`src/rtl/stream_demux_pkg.sv`:
```
// Shared types and defaults for the stream demultiplexer.
package stream_pkg;

  typedef enum logic {
    EMPTY = 1'b0,
    FULL  = 1'b1
  } state_t;

  localparam int unsigned DEF_WIDTH = 2;
  localparam int unsigned DEF_N_OUT = 4;
  localparam int unsigned DEF_SEL_W = 2;
  localparam int unsigned DEF_CNT_W = 8;

  // A select value addresses a real lane only when it is below the lane count.
  function automatic logic lane_ok(input int unsigned sel, input int unsigned n_out);
    return sel < n_out;
  endfunction

endpackage

```
`src/rtl/stream_demux_if.sv`:
```
// Upstream word/select plus per-lane downstream handshake bundle.
interface stream_demux_if
  import stream_pkg::*;
#(
  parameter int unsigned WIDTH = DEF_WIDTH,
  parameter int unsigned N_OUT = DEF_N_OUT,
  parameter int unsigned SEL_W = DEF_SEL_W
);

  logic [WIDTH-1:0]       in_data;
  logic [SEL_W-1:0]       in_sel;
  logic                   in_valid;
  logic                   in_ready;
  logic [N_OUT*WIDTH-1:0] out_data;
  logic [N_OUT-1:0]       out_valid;
  logic [N_OUT-1:0]       out_ready;

  // Environment side: producer drives the word, consumers drive ready.
  modport master (
    output in_data, in_sel, in_valid, out_ready,
    input  in_ready, out_data, out_valid
  );

  // Demultiplexer side.
  modport slave (
    input  in_data, in_sel, in_valid, out_ready,
    output in_ready, out_data, out_valid
  );

endinterface

```
`src/rtl/stream_demux_sat_counter.sv`:
```
// Saturating up-counter; stops at all-ones.
module sat_counter #(
  parameter int unsigned CNT_W = 8
) (
  input  logic             clk,
  input  logic             rst_n,
  input  logic             inc,
  output logic [CNT_W-1:0] count
);

  // Count increments until every bit is set, then holds.
  always_ff @(posedge clk or negedge rst_n) begin
    if (!rst_n) begin
      count <= '0;
    end else if (inc && (count != '1)) begin
      count <= count + CNT_W'(1);
    end
  end

endmodule

```
`src/rtl/stream_demux.sv`:
```
// Registered 1-to-N stream demultiplexer with one holding stage.
// Optional macro STREAM_DEMUX_ROUND_ROBIN_EN: ignore in_sel and route to an
// internal lane pointer that advances per accepted word.
module stream_demux
  import stream_pkg::*;
#(
  parameter int unsigned WIDTH = DEF_WIDTH,
  parameter int unsigned N_OUT = DEF_N_OUT,
  parameter int unsigned SEL_W = DEF_SEL_W,
  parameter int unsigned CNT_W = DEF_CNT_W
) (
  input  logic             clk,
  input  logic             rst_n,
  stream_demux_if.slave    bus,
  output logic [CNT_W-1:0] drop_cnt,
  output logic             busy
);

  state_t                 state_q, state_d;
  logic [N_OUT-1:0]       valid_q, valid_d;
  logic [N_OUT*WIDTH-1:0] data_q, data_d;
  logic                   busy_d;
  logic                   load;
  logic                   drop_inc;
  logic                   hs;
  logic [SEL_W-1:0]       dest;
  logic                   dest_ok;

`ifdef STREAM_DEMUX_ROUND_ROBIN_EN
  logic [SEL_W-1:0] ptr_q, ptr_d;

  assign dest    = ptr_q;
  assign dest_ok = 1'b1;

  // Pointer moves to the next lane (wrapping) on every accepted word.
  always_comb begin
    ptr_d = ptr_q;
    if (bus.in_valid && bus.in_ready) begin
      ptr_d = (ptr_q == SEL_W'(N_OUT - 1)) ? '0 : ptr_q + SEL_W'(1);
    end
  end

  // Lane pointer register.
  always_ff @(posedge clk or negedge rst_n) begin
    if (!rst_n) begin
      ptr_q <= '0;
    end else begin
      ptr_q <= ptr_d;
    end
  end
`else
  assign dest    = bus.in_sel;
  assign dest_ok = lane_ok(32'(bus.in_sel), N_OUT);
`endif

  // Held word leaves when its own lane is ready; other lanes' ready is masked.
  assign hs           = (state_q == FULL) && (|(valid_q & bus.out_ready));
  assign bus.in_ready = (state_q == EMPTY) || hs;

  // Next state and next holding-register contents.
  always_comb begin
    state_d  = state_q;
    valid_d  = valid_q;
    data_d   = data_q;
    load     = 1'b0;
    drop_inc = 1'b0;
    unique case (state_q)
      EMPTY: begin
        if (bus.in_valid) begin
          if (dest_ok) load = 1'b1;
          else         drop_inc = 1'b1;
        end
      end
      FULL: begin
        if (hs) begin
          state_d = EMPTY;
          valid_d = '0;
          data_d  = '0;
          if (bus.in_valid) begin
            if (dest_ok) load = 1'b1;
            else         drop_inc = 1'b1;
          end
        end
      end
      default: state_d = EMPTY;
    endcase
    if (load) begin
      state_d = FULL;
      valid_d = '0;
      data_d  = '0;
      for (int unsigned k = 0; k < N_OUT; k++) begin
        if (dest == SEL_W'(k)) begin
          valid_d[k]               = 1'b1;
          data_d[k*WIDTH +: WIDTH] = bus.in_data;
        end
      end
    end
    busy_d = (state_d == FULL);
  end

  // State and holding registers; reset discards any held word.
  always_ff @(posedge clk or negedge rst_n) begin
    if (!rst_n) begin
      state_q <= EMPTY;
      valid_q <= '0;
      data_q  <= '0;
      busy    <= 1'b0;
    end else begin
      state_q <= state_d;
      valid_q <= valid_d;
      data_q  <= data_d;
      busy    <= busy_d;
    end
  end

  assign bus.out_valid = valid_q;
  assign bus.out_data  = data_q;

  sat_counter #(.CNT_W(CNT_W)) u_drop_cnt (
    .clk   (clk),
    .rst_n (rst_n),
    .inc   (drop_inc),
    .count (drop_cnt)
  );

endmodule

```
`src/flat_wrapper.sv`:
```
// flat-port wrapper written by rule: the top's interface ports become plain ports
module stream_demux_flat import stream_pkg::*;
#(
  parameter int unsigned WIDTH = DEF_WIDTH,
  parameter int unsigned N_OUT = DEF_N_OUT,
  parameter int unsigned SEL_W = DEF_SEL_W,
  parameter int unsigned CNT_W = DEF_CNT_W
)
  (clk, rst_n, drop_cnt, busy, bus_in_data, bus_in_sel, bus_in_valid, bus_out_ready, bus_in_ready, bus_out_data, bus_out_valid);
  stream_demux_if #(.WIDTH(WIDTH), .N_OUT(N_OUT), .SEL_W(SEL_W)) bus_i ();
  input  logic clk;
  input  logic rst_n;
  output logic [CNT_W-1:0] drop_cnt;
  output logic busy;
  input wire logic [$bits(bus_i.in_data)-1:0] bus_in_data;
  input wire logic [$bits(bus_i.in_sel)-1:0] bus_in_sel;
  input wire logic [$bits(bus_i.in_valid)-1:0] bus_in_valid;
  input wire logic [$bits(bus_i.out_ready)-1:0] bus_out_ready;
  output wire logic [$bits(bus_i.in_ready)-1:0] bus_in_ready;
  output wire logic [$bits(bus_i.out_data)-1:0] bus_out_data;
  output wire logic [$bits(bus_i.out_valid)-1:0] bus_out_valid;
  assign bus_i.in_data = bus_in_data;
  assign bus_i.in_sel = bus_in_sel;
  assign bus_i.in_valid = bus_in_valid;
  assign bus_i.out_ready = bus_out_ready;
  assign bus_in_ready = bus_i.in_ready;
  assign bus_out_data = bus_i.out_data;
  assign bus_out_valid = bus_i.out_valid;
  stream_demux #(.WIDTH(WIDTH), .N_OUT(N_OUT), .SEL_W(SEL_W), .CNT_W(CNT_W)) u_core (.clk(clk), .rst_n(rst_n), .bus(bus_i), .drop_cnt(drop_cnt), .busy(busy));
endmodule
```
`config.mk`:
```
export PLATFORM = sky130hd
export DESIGN_NAME = stream_demux_flat
export DESIGN_NICKNAME = d
export VERILOG_FILES = /design/src/rtl/stream_demux_pkg.sv /design/src/rtl/stream_demux_if.sv /design/src/rtl/stream_demux_sat_counter.sv /design/src/rtl/stream_demux.sv /design/src/flat_wrapper.sv
export SDC_FILE = /design/constraint.sdc
export NUM_CORES = 1
export LEC_CHECK = 0
export CORE_UTILIZATION = 48
export CTS_CLUSTER_DIAMETER = 40
export DETAILED_ROUTE_END_ITERATION = 6
export PLACE_DENSITY = 0.84
export SLEW_MARGIN = 20
export SYNTH_ARGS = -nofsm -noshare
export SYNTH_HDL_FRONTEND = slang
export SYNTH_HIERARCHICAL = 1
export SYNTH_SLANG_ARGS = --single-unit
```
`constraint.sdc`:
```
create_clock -name clk -period 3.75 [get_ports clk]
set_input_delay 0.75 -clock clk [delete_from_list [all_inputs] [get_ports clk]]
set_output_delay 0.75 -clock clk [all_outputs]
set_load 0.02 [all_outputs]
```
==> impl_metrics.ini, run 1 <==
[run]
maxCapViolCount = 0

[global_route]
grt_overflow = 0
antenna_found_initial = 0
grt_max_degree = 22
gr-usage-all-layers_pct = 21.48
grt_pass1_vias = 772
grt_pass1_wl_mm = 3.249

[pwr]
cellPowerDensity_nw_per_um2 = 762.2
ir_worst_vdd_mv = 0.4285
swShare_pct = 41.01
p_switching_uw = 414.2
power_frac_seq_pct = 38.3
p_leak_nw = 0.5436
internal_power_uw = 595.8
comb_power_share_pct = 51.6
p_clk_share_pct = 10.1

[critical_path]
ff2ff_path_depth = 3
crit_family = buffers and inverters
worstSetupPathType = input pin to output port
crit_end = bus_in_ready
r2r_setup_slack_ns = 2.08
cp_max_fo = 14
cp_slowest_cell = clkdlybuf4s50_1
critPathLaunch = bus_out_ready[0]
regToRegStartpoint = u_core/bus.out_valid[0]$_DFFE_PN0P_
critPathArrivalTime_ns = 2.48
cp-end-kind = output port
required_ns = 3.00
r2r-end = u_core/bus.out_valid[0]$_DFFE_PN0P_
cp-start-kind = input pin
max_stage_delay_ns = 0.61
path_depth = 4
cp_common_cell = clkdlybuf4s50_1
cp_cell_sequence = clkdlybuf4s50_1 -> a222oi_1 -> nand2_2 -> clkdlybuf4s50_1
cp_num_buf_inv = 2

[drt]
vias = 782
drt_iter0_drc = 17
ant_nets = 0
detailedRoute.firstPassIterationCount = 4
routedWlPerCell_um = 15.79
viasPerCell = 5.750
drc = 0
routed_wirelength_mm = 2.148

[synth]
syn_inst = 73
synth.area.top_cells = dfrtp_1, a32o_1, and2_1, a41oi_1, a21boi_0
synth-adder-area-share_pct = 1.316
yosys.area_share.simple_pct = 11.58
ys_ff_latch = 21
yosys_warnings = 6
synth-main-ff-cell = dfrtp_1
async_flop_share_pct = 100.0
netlist_area_um2 = 950.9
synth_cell_types = 33
synth_top_family_by_area = compound AO/OA/AOI/OAI gates
synth_compound_area_share_pct = 24.47
synth-seq-area-share_pct = 55.26
synth_top_cell_area_share_pct = 55.26
syn_avg_cell_area_um2 = 13.03
yosysTopAreaCell = dfrtp_1
synth-edff-count = 0
synth-xor-area-share_pct = 1.842
synthMuxAreaShare_pct = 2.763

[sta]
fin_skew_ns = 0.001225
finalCriticalPeriod_ns = 3.234
holdWs_ns = 0.5007
slew_viol_final = 0
finalHoldViolCount = 0
fin_ws_ns = 0.5161
rsz0062_at_grt = false
worst_pin_slew_ns = 0.9001
tns_ns = 0
fmax_ghz = 0.3092
slew_headroom_pct = 39.80
period_share_pct = 86.24
setup_viol = 0

[placement]
post_dp_cell_area_um2 = 1299
preCtsSetupSlack_ns = 0.5468
place_inst = 132
place_congestion = 0.7732
port_buffers = 32
dpl.hpwl_mm = 1.557

[finish]
syn_to_final_growth_pct = 39.34
design_area_um2 = 1325
final_net_count = 124
stdcell_count = 136
final_common_cell = clkdlybuf4s50_1
drive_gt1_share_pct = 9.009
final_cell_mix = clkdlybuf4s50_1, dfrtp_1, a32o_1, conb_1
num_antenna_cells = 0

[die]
fp.dieH_um = 46.51
io_pins = 33
core_um2 = 1783
start_util_pct = 53.33
row_count = 15
die_area_um2 = 2163
die_width_um = 46.51

[clocking]
htreeDepth = 1
cts.sinks = 21
cts_setup_buffers = 0
cts_resized = 0
cts_tree = yes
path_clk_slew_ns = 0.11
hold_buffers = 0
cts_buffer_depth = 2
clockRootBuffer = clkbuf_4
clk_latency_ns = 0.28
cts_buffers = 3

[hold_path]
hold_start = u_core/bus.out_data[0]$_DFFE_PN0P_
hp-class = register to register

[status]
outcome = completed
[cells by family after synthesis]
family,Yosys count
XOR/XNOR,2
other,1
multiplexers,2
AND/OR/NAND/NOR,17
adder cells (fa/ha/maj),1
flip-flops,21
buffers and inverters,3
AO/OA/AOI/OAI,26
[synthesized netlist by cell type (2+ instances only)]
cell type  number
nand3_1         2
a21oi_1         2
a31oi_1         2
and2_1          3
dfrtp_1        21
nor2_1          2
nor2b_1         2
a41oi_1         2
a32o_1         12
a21boi_0        2
[worst min path at each step]
stage                                               to  slack (ns)  cells past startpoint
CTS                 u_core/bus.out_data[1]$_DFFE_PN0P_        0.51                      1
finish              u_core/bus.out_data[0]$_DFFE_PN0P_        0.50                      1
detailed placement  u_core/bus.out_data[1]$_DFFE_PN0P_        0.48                      1
global route        u_core/bus.out_data[5]$_DFFE_PN0P_        0.53                      1
floorplan           u_core/bus.out_data[0]$_DFFE_PN0P_        0.45                      0
global placement    u_core/bus.out_data[7]$_DFFE_PN0P_        0.47                      1
[area by class of cell]
cell class | instances | area (µm²)
well taps | 25 | 31.28
fillers | 135 | 457.9
clock buffers | 4 | 26.28
flip-flops and latches | 21 | 525.5
repair buffers | 32 | 320.3
inverters | 1 | 3.754
multi-input cells | 53 | 417.9
[power by group through the flow]
stage          Clock [mW]  Combinational (mW)  Sequential (mW)
6_report            0.102               0.522            0.387
5_1_grt             0.117               0.558            0.398
4_1_cts             0.105               0.521            0.388
3_5_place_dp            0               0.520            0.390
3_3_place_gp            0               0.507            0.385
2_1_floorplan           0               0.220            0.477
[metrics by stage]
step,power [mW],utilization (%)
2_1_floorplan,0.6971,-
3_3_place_gp,0.8920,72.84
3_5_place_dp,0.9102,72.84
4_1_cts,1.014,74.32
5_1_grt,1.073,74.32
6_report,1.010,74.32
[state kept, by name, summed over array words and instances (netlist names)]
signal,count
u_core/state_q,1
u_core/bus.out_data,8
u_core/u_drop_cnt/count,8
u_core/bus.out_valid,4
[metal layers]
layer / vias to the layer above / share of wire (%) / global-route usage, %
li1: 364 / - / -
met1: 381 / 41 / 23.75
met2: 35 / 51 / 39.44
met3: 2 / 7.7 / 5.098
met4: 0 / 0.61 / 7.059
met5: - / 0 / 0
Power figures use the tool's default switching activity.
==> run 2: changes to the inputs <==
- REMOVE_ABC_BUFFERS: default -> 1
==> impl_metrics.ini, run 2 (synthesis gave the netlist of run 1 again) <==
[global_route]
gr-usage-all-layers_pct = 22.38
grt_use_met2_pct = 36.39
grt_pass1_wl_mm = 3.270
grt_max_degree = 22
use_met1_pct = 26.50
antenna_found_initial = 0
gr-usage-met3_pct = 6.667
grt_overflow = 0
grt_pass1_vias = 741
busiest_layer = met2

[pwr]
power_frac_seq_pct = 37.7
p_leak_nw = 0.5513
swShare_pct = 40.91
cellPowerDensity_nw_per_um2 = 765.7
p_clk_share_pct = 10.3
comb_power_share_pct = 52.0
p_switching_uw = 417.8
ir_worst_vdd_mv = 0.4625
internal_power_uw = 603.4

[drt]
drc = 0
detailedRoute.firstPassIterationCount = 4
routed_wirelength_mm = 2.085
vias = 788
viasPerCell = 5.752
ant_nets = 0
routedWlPerCell_um = 15.22
drt_iter0_drc = 13

[sta]
slew_viol_final = 0
setup_viol = 0
fin_skew_ns = 0.007950
rsz0062_at_grt = false
period_share_pct = 79.16
worst_pin_slew_ns = 0.9425
finalHoldViolCount = 0
fin_ws_ns = 0.7815
tns_ns = 0
slew_headroom_pct = 36.97
finalCriticalPeriod_ns = 2.968
fmax_ghz = 0.3369

[finish]
num_antenna_cells = 0
final_net_count = 125
drive_gt1_share_pct = 10.71
syn_to_final_growth_pct = 40.26
stdcell_count = 137
final_cell_mix = clkdlybuf4s50_1, dfrtp_1, a32o_1, conb_1
final_common_cell = clkdlybuf4s50_1

[clocking]
path_clk_slew_ns = 0.12
cts_resized = 0
clockRootBuffer = clkbuf_4
cts_buffer_depth = 2
cts.sinks = 21
cts_buffers = 3
cts_tree = yes
hold_buffers = 0
clk_latency_ns = 0.30
htreeDepth = 1
cts_setup_buffers = 0

[hold_path]
whs_path_depth = 1
hp-class = register to register
hold_start = u_core/bus.out_data[7]$_DFFE_PN0P_
holdPathEnd = u_core/bus.out_data[7]$_DFFE_PN0P_

[critical_path]
regToRegStartpoint = u_core/bus.out_valid[0]$_DFFE_PN0P_
cp_max_fo = 2
r2r_setup_slack_ns = 2.16
ff2ff_path_depth = 3
cp-end-kind = output port
critPathArrivalTime_ns = 2.22
cp-start-kind = input pin
r2r-end = u_core/bus.out_valid[1]$_DFFE_PN0P_
required_ns = 3.00
critPathLaunch = bus_out_ready[0]
worstSetupPathType = input pin to output port

[die]
die_area_um2 = 2163
io_pins = 33
core_um2 = 1783
die_width_um = 46.51
row_count = 15
fp.dieH_um = 46.51
start_util_pct = 53.33

[placement]
port_buffers = 32
place_congestion = 0.7336
dpl.hpwl_mm = 1.499
place_inst = 133
preCtsSetupSlack_ns = 0.7858

[run]
maxCapViolCount = 0

[status]
outcome = completed
-- run 2: changes by cell type in the layout (fill, tap and decap cells not counted) --
cell and delta:
clkbuf_1 -1, buf_4 +1, clkinv_2 +1
-- run 2: layout make-up --
type                            count  area (µm²)
Sequential cell                    21       525.5
Fill cell                         135       449.2
Multi-Input combinational cell     53       417.9
Timing Repair Buffer               33       327.8
Tap cell                           25       31.28
Clock buffer                        3       22.52
Clock inverter                      1       5.005
Inverter                            1       3.754
-- run 2: layer usage --
metal | wire length [µm] | vias up
met4 | 14 | 0
met2 | 1029 | 36
li1 | - | 367
met5 | 0 | -
met1 | 869 | 383
met3 | 171 | 2
-- run 2: worst max-delay path by stage --
stage | cells past startpoint | endpoint
floorplan | 2 | bus_in_ready
finish | 4 | bus_in_ready
CTS | 4 | bus_in_ready
global placement | 4 | bus_in_ready
global route | 4 | bus_in_ready
detailed placement | 4 | bus_in_ready
-- run 2: power by group through the flow --
| stage | Sequential (mW) | Clock, mW | Combinational [mW] |
|---|---|---|---|
| floorplan | 0.477 | 0 | 0.191 |
| CTS | 0.386 | 0.112 | 0.531 |
| detailed placement | 0.389 | 0 | 0.529 |
| global placement | 0.385 | 0 | 0.520 |
| global route | 0.399 | 0.122 | 0.566 |
| finish | 0.385 | 0.105 | 0.531 |
-- run 2: metrics by stage --
step	util (%)	cell area, µm²	total power, mW	hold WS (ns)
global placement	73.26	1306	0.9050	0.4755
CTS	74.81	1334	1.028	0.5080
detailed placement	73.26	1306	0.9181	0.4802
global route	74.81	1334	1.087	0.5193
floorplan	-	947.2	0.6688	0.4544
finish	74.81	1334	1.021	0.5032
-- run 2: critical path, stage by stage --
cell and delay (ns):
clkdlybuf4s50_1 0.40, a222oi_1 0.42, nand2_2 0.09, clkdlybuf4s50_1 0.56
==> run 3: changes to the inputs <==
- CORE_UTILIZATION: 48 -> 44
- PLACE_DENSITY: 0.84 -> 0.78
- clock period: 3.75 -> 2.9 ns (I/O delays scaled with it)
==> impl_metrics.ini, run 3 (synthesis gave the netlist of run 1 again) <==
[status]
outcome = completed

[critical_path]
cp-end-kind = output port
r2r-end = u_core/bus.out_data[1]$_DFFE_PN0P_
cp_slowest_cell = clkdlybuf4s50_1
critPathArrivalTime_ns = 2.09
ff2ff_path_depth = 3
cp_cell_sequence = clkdlybuf4s50_1 -> a222oi_1 -> nand2_2 -> clkdlybuf4s50_1
r2r_setup_slack_ns = 1.28
max_stage_delay_ns = 0.56
cp_num_buf_inv = 2
regToRegStartpoint = u_core/bus.out_valid[0]$_DFFE_PN0P_
worstSetupPathType = input pin to output port
cp_common_cell = clkdlybuf4s50_1
cp_max_fo = 2
required_ns = 2.32
crit_family = buffers and inverters
cp-start-kind = input pin

[clocking]
cts_tree = yes
cts_buffer_depth = 2
path_clk_slew_ns = 0.11
cts_buffers = 3
htreeDepth = 1
clk_latency_ns = 0.30
cts_resized = 0
hold_buffers = 0
cts_setup_buffers = 0
clockRootBuffer = clkbuf_4
cts.sinks = 21

[placement]
dpl.hpwl_mm = 1.480
post_dp_cell_area_um2 = 1316
place_congestion = 0.7288
port_buffers = 32

[pwr]
p_switching_uw = 538.8
internal_power_uw = 783.4
ir_worst_vdd_mv = 0.5622
comb_power_share_pct = 51.8
p_clk_share_pct = 10.6
p_leak_nw = 0.5534
cellPowerDensity_nw_per_um2 = 984.8
swShare_pct = 40.75
power_frac_seq_pct = 37.6

[drt]
ant_nets = 0
drc = 0
viasPerCell = 5.629
vias = 788
routed_wirelength_mm = 2.062
drt_iter0_drc = 17
detailedRoute.firstPassIterationCount = 5
routedWlPerCell_um = 14.73

[die]
row_count = 16
fp.dieH_um = 48.49
core_um2 = 2002
die_width_um = 48.49
start_util_pct = 47.50
io_pins = 33
die_area_um2 = 2351

[finish]
syn_to_final_growth_pct = 41.18
drive_gt1_share_pct = 10.62
final_common_cell = clkdlybuf4s50_1
multiInputGateArea_um2 = 417.9
design_area_um2 = 1343
final_net_count = 126
final_cell_mix = clkdlybuf4s50_1, dfrtp_1, a32o_1, conb_1
fill_cells = 161
utilization_pct = 67.06
num_antenna_cells = 0
seqCellArea_um2 = 525.5

[global_route]
grt_overflow = 0
grt_max_degree = 22
antenna_found_initial = 0
grt_pass1_wl_mm = 3.443
grt_pass1_vias = 711
gr-usage-all-layers_pct = 19.16

[sta]
rsz0062_at_grt = false
tns_ns = 0
fmax_ghz = 0.3748
slew_viol_final = 0
finalCriticalPeriod_ns = 2.668
setup_viol = 0
fin_skew_ns = 0.001319
finalHoldViolCount = 0
period_share_pct = 92.00
worst_pin_slew_ns = 0.8434
slew_headroom_pct = 43.77

[hold_path]
holdPathEnd = u_core/bus.out_data[7]$_DFFE_PN0P_
hold_start = u_core/bus.out_data[7]$_DFFE_PN0P_
whs_path_depth = 1
hp-class = register to register

[run]
maxCapViolCount = 0
==> run 3: cell count changes in the layout (fill, tap and decap cells not counted), sizes merged <==
cell / previous run / this run
buf: 1 / 2
clkbuf: 3 / 4
clkinv: 1 / 0
==> run 3: through the flow <==
step                      setup WS, ns  std cells  hold WS (ns)  power (mW)
after floorplan                  1.096         75        0.2844      0.8648
after global placement          0.2227        136        0.4799       1.173
after detailed placement        0.2251        136        0.4822       1.187
after CTS                       0.2075        140        0.5089       1.329
after global routing            0.1593        140        0.5354       1.404
final                           0.2321        140        0.5037       1.322
==> run 3: how the worst max path moves through the flow <==
stage / start / to / depth (start not counted)
floorplan: bus_out_ready[0] / bus_in_ready / 2
global placement: bus_out_ready[0] / bus_in_ready / 4
detailed placement: bus_out_ready[0] / bus_in_ready / 4
CTS: bus_out_ready[0] / bus_in_ready / 4
global route: bus_out_ready[0] / bus_in_ready / 4
finish: bus_out_ready[0] / bus_in_ready / 4
==> run 3: final cells by class <==
class	instances	area share [%]
well taps	27	2.516
flip-flops and latches	21	39.14
inverters	1	0.2796
repair buffers	34	24.98
clock buffers	4	1.957
multi-input cells	53	31.13
==> run 3: power groups by stage <==
stage / clock network [mW] / registers [mW] / logic [mW]
4_1_cts: 0.146 / 0.498 / 0.685
5_1_grt: 0.157 / 0.520 / 0.727
3_5_place_dp: 0 / 0.505 / 0.682
3_3_place_gp: 0 / 0.498 / 0.675
6_report: 0.141 / 0.497 / 0.684
2_1_floorplan: 0 / 0.617 / 0.248
==> run 3: layer usage <==
metal  wire, µm  share of wire, %  up-vias  GRT usage, %
met5          0                 0        -             0
met4         27               1.3        0         7.353
met3         89               4.3        4         2.201
met2        990                48       24         30.99
met1        954                46      392         26.56
li1           -                 -      368             -
